==> src/rtl/trap_seq.sv <==
// Trap-entry / mret sequencer: serialises machine-mode CSR updates onto the
// CSR file's single write port, arbitrates W-stage CSR writes and issues the redirect.
module trap_seq #(
    parameter int XLEN = 64
) (
    input  logic            clk,
    input  logic            reset,
    input  logic            exc_valid,
    input  logic            exc_interrupt,
    input  logic [4:0]      exc_code,
    input  logic [XLEN-1:0] exc_pc,
    input  logic [XLEN-1:0] exc_tval,
    input  logic            mret_valid,
    input  logic            w_valid,
    input  logic [11:0]     w_addr,
    input  logic [XLEN-1:0] w_data,
    output logic            w_ready,
    input  logic [XLEN-1:0] mstatus_in,
    input  logic [XLEN-1:0] mtvec_in,
    input  logic [XLEN-1:0] mepc_in,
    output logic            csr_valid,
    output logic [11:0]     csr_wa,
    output logic [XLEN-1:0] csr_wd,
    output logic            busy,
    output logic            redirect_valid,
    output logic [XLEN-1:0] redirect_pc
);

    localparam logic [11:0] ADDR_MSTATUS = 12'h300;
    localparam logic [11:0] ADDR_MEPC    = 12'h341;
    localparam logic [11:0] ADDR_MCAUSE  = 12'h342;
    localparam logic [11:0] ADDR_MTVAL   = 12'h343;

    typedef enum logic [2:0] {
        IDLE,
        T_MEPC,
        T_MCAUSE,
        T_MTVAL,
        T_MSTATUS,
        M_MSTATUS,
        REDIRECT
    } state_t;

    state_t          state;
    state_t          state_next;

    logic [XLEN-1:0] pc_q;
    logic [XLEN-1:0] tval_q;
    logic [XLEN-1:0] mstatus_q;
    logic [XLEN-1:0] target_q;
    logic            intr_q;
    logic [4:0]      code_q;

    logic [XLEN-1:0] tvec_base;
    logic [XLEN-1:0] trap_target;
    logic [XLEN-1:0] trap_mstatus;
    logic [XLEN-1:0] mret_mstatus;

    // Vectored mode only applies to interrupts; the add wraps naturally at XLEN bits.
    always_comb begin
        tvec_base   = {mtvec_in[XLEN-1:2], 2'b00};
        trap_target = tvec_base;
        if (mtvec_in[1:0] == 2'b01 && exc_interrupt)
            trap_target = tvec_base + XLEN'({exc_code, 2'b00});
    end

    always_comb begin
        trap_mstatus        = mstatus_q;
        trap_mstatus[7]     = mstatus_q[3];
        trap_mstatus[3]     = 1'b0;
        trap_mstatus[12:11] = 2'b11;
        mret_mstatus        = mstatus_q;
        mret_mstatus[3]     = mstatus_q[7];
        mret_mstatus[7]     = 1'b1;
        mret_mstatus[12:11] = 2'b11;
    end

    // CSR-file inputs are sampled only in the accept cycle so our own writes never feed back.
    always_ff @(posedge clk) begin
        if (reset) begin
            state     <= IDLE;
            pc_q      <= '0;
            tval_q    <= '0;
            mstatus_q <= '0;
            target_q  <= '0;
            intr_q    <= 1'b0;
            code_q    <= '0;
        end else begin
            state <= state_next;
            if (state == IDLE) begin
                if (exc_valid) begin
                    pc_q      <= exc_pc;
                    tval_q    <= exc_tval;
                    intr_q    <= exc_interrupt;
                    code_q    <= exc_code;
                    mstatus_q <= mstatus_in;
                    target_q  <= trap_target;
                end else if (mret_valid) begin
                    mstatus_q <= mstatus_in;
                    target_q  <= mepc_in;
                end
            end
        end
    end

    always_comb begin
        state_next     = state;
        w_ready        = 1'b0;
        csr_valid      = 1'b0;
        csr_wa         = '0;
        csr_wd         = '0;
        redirect_valid = 1'b0;
        redirect_pc    = '0;
        busy           = (state != IDLE);
        unique case (state)
            IDLE: begin
                if (exc_valid) begin
                    state_next = T_MEPC;
                end else if (mret_valid) begin
                    state_next = M_MSTATUS;
                end else if (w_valid) begin
                    w_ready   = 1'b1;
                    csr_valid = 1'b1;
                    csr_wa    = w_addr;
                    csr_wd    = w_data;
                end
            end
            T_MEPC: begin
                csr_valid  = 1'b1;
                csr_wa     = ADDR_MEPC;
                csr_wd     = {pc_q[XLEN-1:2], 2'b00};
                state_next = T_MCAUSE;
            end
            T_MCAUSE: begin
                csr_valid  = 1'b1;
                csr_wa     = ADDR_MCAUSE;
                csr_wd     = {intr_q, {(XLEN-6){1'b0}}, code_q};
                state_next = T_MTVAL;
            end
            T_MTVAL: begin
                csr_valid  = 1'b1;
                csr_wa     = ADDR_MTVAL;
                csr_wd     = tval_q;
                state_next = T_MSTATUS;
            end
            T_MSTATUS: begin
                csr_valid  = 1'b1;
                csr_wa     = ADDR_MSTATUS;
                csr_wd     = trap_mstatus;
                state_next = REDIRECT;
            end
            M_MSTATUS: begin
                csr_valid  = 1'b1;
                csr_wa     = ADDR_MSTATUS;
                csr_wd     = mret_mstatus;
                state_next = REDIRECT;
            end
            REDIRECT: begin
                redirect_valid = 1'b1;
                redirect_pc    = target_q;
                state_next     = IDLE;
            end
            default: state_next = IDLE;
        endcase
    end

endmodule

==> config.mk <==
export PLATFORM = sky130hd
export DESIGN_NAME = trap_seq
export DESIGN_NICKNAME = d
export VERILOG_FILES = /design/src/rtl/trap_seq.sv
export SDC_FILE = /design/constraint.sdc
export NUM_CORES = 1
export LEC_CHECK = 0
export ABC_AREA = 1
export BUFFER_PORTS_ARGS = -buffer_cell sky130_fd_sc_hd__buf_2
export CAP_MARGIN = 20
export CORE_AREA = 2 2 213 215
export CTS_BUF_LIST = sky130_fd_sc_hd__clkbuf_16
export CTS_CLUSTER_SIZE = 28
export DETAILED_ROUTE_END_ITERATION = 12
export DIE_AREA = 0 0 215 217
export PLACE_DENSITY = 0.59
export SYNTH_ARGS = -nofsm -noshare
export SYNTH_HDL_FRONTEND = slang
export SYNTH_SLANG_ARGS = --single-unit
==> constraint.sdc <==
create_clock -name clk -period 4.18 [get_ports clk]
set_input_delay 0.627 -clock clk [delete_from_list [all_inputs] [get_ports clk]]
set_output_delay 0.627 -clock clk [all_outputs]
set_load 0.01 [all_outputs]
== Word-level counts from Yosys, hierarchy flattened ==
Cells that the tools add are included.
Word-level totals
  register bits after elaboration: 265
Cells by class
  add/subtract/negate cells: 1
  eq/ne operators: 8
  reduce and logical (&&, ||, !) cells: 8
  mux-type cells: 23
Operators with widths (count)
  $mux 64: 9
  $pmux 64 s6: 1
  $add 64x7->64: 1
  $pmux 12 s5: 1
  $mux 12: 3
  $pmux 3 s5: 1
  $eq 3x3->1 const B: 3
  $eq 3x2->1 const B: 2
  $mux 3: 2
  $mux 1: 5
  $reduce_or 5->1: 1
  $reduce_and 2->1: 2
  $eq 3x1->1 const B: 1
  $logic_not 3->1: 1
  $ne 3x3->1 const B: 1
  $reduce_bool 3->1: 1
  $eq 2x1->1 const B: 1
  $pmux 1 s2: 1
  $reduce_bool 2->1: 1
  $reduce_or 2->1: 1
  $logic_and 1x1->1: 1

== Longest topological paths before layout ==
  depth after elaboration: 4
  mapped depth: 14

== Least setup slack after synthesis ==
No wires, ideal clock.
  path kind: input-to-output
  start point: in exc_valid
  end point: out csr_wd[13]
  cell stages on the path: 9
  data required time: 3.553 ns
  path slack: 1.922 ns
  path buffers: 2
  data arrival time: 1.631 ns
  cell sequence: inv_1 nand2_1 nor2_1 nand2_1 inv_2 buf_4 buf_4 nand2_1 o211ai_1
Between the ends
  word-level cells in the longest chain between the ends: 2
RTL lines
  start, declared: RTL line 8  | input logic exc_valid,
  $mux 64: RTL line 117  | if (exc_valid) begin
  $pmux 64 s6: RTL line 115  | unique case (state)
  end, declared: RTL line 23  | output logic [XLEN-1:0] csr_wd,
Every way passes these cells.

== Worst setup path after layout ==
  start point: reg state[2]
  end point: out csr_wd[21]
Between the ends
  word-level cells in the longest chain between the ends: 2
  elaborated cells between the ends (all ways): 7
  those cells by class: eq/ne: 5; mux: 1; reduce/logical: 1
RTL lines
  start, declared: RTL line 44  | state_t state;
  start signal, assigned: RTL line 89  | state <= state_next;
  $eq 3x3->1 (tied with other cells): RTL line 115
  $pmux 64 s6 *: RTL line 115
Every way passes the cells marked *; elsewhere a longest branch is shown, timed or not.

==> flow_summary_export.csv <==
group,metric,value,unit
flow_run,cap_violations,0,
timing,timing.fmax,256.3,MHz
detailed_routing,vias_per_cell,5.047,
setup_path,crit_required,3.55,ns
yosys,synth_edf_count,0,
timing,setup_viol,0,
place,dp_slack,0.5658,ns
cts,cts_tree,"done",
timing,fin_crit,3.902,ns
yosys,syn_inst,2098,
setup_path,worstSetupPathType,"flop to output pin",
yosys,syn_nets,2511,
min_path,min_from,"exc_tval[55]",
layout,final_util,0.4055,
cts,hold_buffers,0,
detailed_routing,antenna_left,0,
pwr,p_comb_frac,0.333,
timing,worstMarginPinSlew,1.091,ns
setup_path,reg2reg_to,"target_q[24]$_SDFFE_PP0P_",
cts,root_buffer,"clkbuf_16",
timing,fin_setup_tns,0,ns
pwr,leakagePower,0.008222,uW
cts,cts_max_level,1,
yosys,ys_seq_area_frac,0.3755,
setup_path,crit_arrival,3.27,ns
grt,antenna_found_initial,20,
layout,layout.nets,2977,
layout,layout-drive-gt1-share,0.2619,
floorplan,die_y,217,um
grt,grt_max_degree,93,
detailed_routing,drt-total-wl,60820,um
grt,grt_overflow,0,
min_path,hp-class,"input port to flop",
timing,setup_ws,0.2781,ns
cts,clock_latency,0.60,ns
yosys,synthArstFlopShare,0,
yosys,synth_area_per_cell,6.633,um2
floorplan,fp.dieW,215,um
detailed_routing,num_vias,16195,
timing,relSlewSlack,0.2724,
pwr,seqPwrFrac,0.371,
timing,period_share,0.9335,
floorplan,coreArea,44700,um2
pwr,power.total,9095,uW
grt,track_usage,0.2448,
grt,grt_pass1_wl,89110,um
layout,area_growth,30.24,%
layout,mostFrequentLayoutCell,"buf_2",
yosys,synth_warnings,0,
setup_path,worstSetupEndpointType,"output pin",
grt,first_global_vias,14998,
setup_path,reg2reg_depth,9,
cts,clock-sinks,261,
timing,hold_violations,0,
detailed_routing,drtPass1Iterations,7,
yosys,synth_ff_type,"dfxtp_1",
timing,drv_slew,0,
setup_path,r2r_setup_slack,1.61,ns
timing,skew,0.02436,ns
pwr,power_frac_clock,0.295,
min_path,hold_path_end,"tval_q[55]$_SDFFE_PP0P_",
pwr,p_int,5606,uW
timing,rsz0062_at_grt,"false",
pwr,switching_share,0.3836,
setup_path,start_kind,"flop",
layout,final_cell_mix,"buf_2 (545), nand2_1 (437), nor2_1 (284), dfxtp_1 (261), a21oi_1 (238)",
floorplan,initial_core_util,0.3113,
cts,numCtsBuffers,31,
detailed_routing,wl_per_cell,18.95,um
cts,path_clk_slew,0.06,ns
min_path,hold_depth,3,
detailed_routing,drtIter0Drc,1211,
yosys,netlist_area,13920,um2
place,hpwl,44340,um
pwr,p_sw,3489,uW
detailed_routing,drc_errors,0,
status,status,"completed",
yosys,ys_types,46,
place,io_buffers,546,
setup_path,crit_fanout,38,
floorplan,rows,78,
pwr,peakVddDrop,0.0003039,V
cts,cts.path.max_buffers,3,
yosys,yosys_register_bits,261,
floorplan,io-pin-count,551,
floorplan,die_area,46660,um2
place,place_congestion,0.9384,
setup_path,reg2reg_from,"state[2]$_SDFFE_PP0P_",
pwr,cellPowerDensity,501.8,nW/um2
## how the worst max path moves through the flow
stage | to | slack [ns] | start
detailed placement | csr_wd[7] | 0.57 | exc_valid
floorplan | csr_wd[13] | 1.92 | exc_valid
finish | csr_wd[21] | 0.28 | state[2]$_SDFFE_PP0P_
global route | csr_wd[7] | 0.06 | state[0]$_SDFFE_PP0P_
CTS | csr_wd[7] | 0.13 | state[2]$_SDFFE_PP0P_
global placement | csr_wd[7] | 0.64 | exc_valid
## metal layers
layer  up-vias  track usage  routed length, um
met3       105      0.04277               4238
met2       673       0.3971              27950
met5         -            0                 35
li1       7850            -                  -
met4         6      0.09057               1647
met1      7561       0.3260              26940
## per-stage QoR
stage | instance area (um2) | hold slack, ns | std cells
after CTS | 18070 | 0.2101 | 3189
after global routing | 18120 | 0.2248 | 3206
after detailed placement | 17080 | 0.4448 | 3131
final | 18120 | 0.2419 | 3209
after floorplan | 13920 | 0.4245 | 2098
after global placement | 17060 | 0.4375 | 3130
## flip-flops by register name, indices dropped and copies added (netlist names)
name	cells
pc_q	62
target_q	64
code_q	5
mstatus_q	62
state	3
intr_q	1
tval_q	64
## logic make-up (layout without fill, tap and decap cells)
family / count (synthesis) / after routing / synth area share
XOR/XNOR: 20 / 20 / 0.01259
other: 0 / 20 / 0
buffers and inverters: 352 / 843 / 0.09998
adder cells (fa/ha/maj): 6 / 6 / 0.005934
flip-flops: 261 / 261 / 0.3755
AO/OA/AOI/OAI: 574 / 574 / 0.2349
AND/OR/NAND/NOR: 885 / 885 / 0.2711
## repair_timing
action / 4_1_cts / 5_1_grt
setup endpoints to repair: 7 / 38
setup buffers: 0 / 0
gates resized for setup: 1 / 2
## cell usage after synthesis (all sizes together) (6+ instances only)
| library cell | count | area [um2] |
|---|---|---|
| nand3 | 67 | 350.3 |
| or2 | 6 | 37.54 |
| o211ai | 40 | 300.3 |
| a221oi | 6 | 52.55 |
| buf | 45 | 236.5 |
| o2111ai | 22 | 192.7 |
| nor3 | 12 | 75.07 |
| nand2 | 452 | 1757 |
| a21oi | 241 | 1217 |
| nor2 | 310 | 1291 |
| dfxtp | 261 | 5225 |
| o21a | 14 | 105.1 |
| xor2 | 12 | 105.1 |
| a22oi | 41 | 307.8 |
| inv | 220 | 828.3 |
| xnor2 | 8 | 70.07 |
| nand4 | 32 | 219.0 |
| o21ai | 192 | 960.9 |
| clkbuf | 87 | 326.6 |
## power by group through the flow
stage	registers, uW	clock network (uW)	logic (uW)
after detailed placement	3420	0	3030
after CTS	3370	2750	3050
after floorplan	3340	0	1930
after global placement	3400	0	2990
final	3380	2680	3030
after global routing	3440	2840	3360
## worst max-delay path, stage by stage, from the launching register on
cell,delay [ns]
dfxtp_1,0.32
nor2_1,0.10
inv_1,0.08
nor2_2,0.22
nand2_1,0.13
nor2_1,0.44
nand2_2,0.30
inv_6,0.33
buf_12,0.25
a22oi_1,0.14
o211ai_1,0.14
buf_2,0.16
## cell type report
type | count | area, um2
clock inverter | 27 | 210.2
multi-input combinational | 1485 | 7328
tap | 600 | 750.7
antenna | 20 | 50.05
inverter | 220 | 843.3
sequential | 261 | 5225
clock buffer | 31 | 775.7
timing repair buffer | 565 | 2940
fill | 4952 | 26570
No activity file was read; power rests on OpenSTA's default activity.
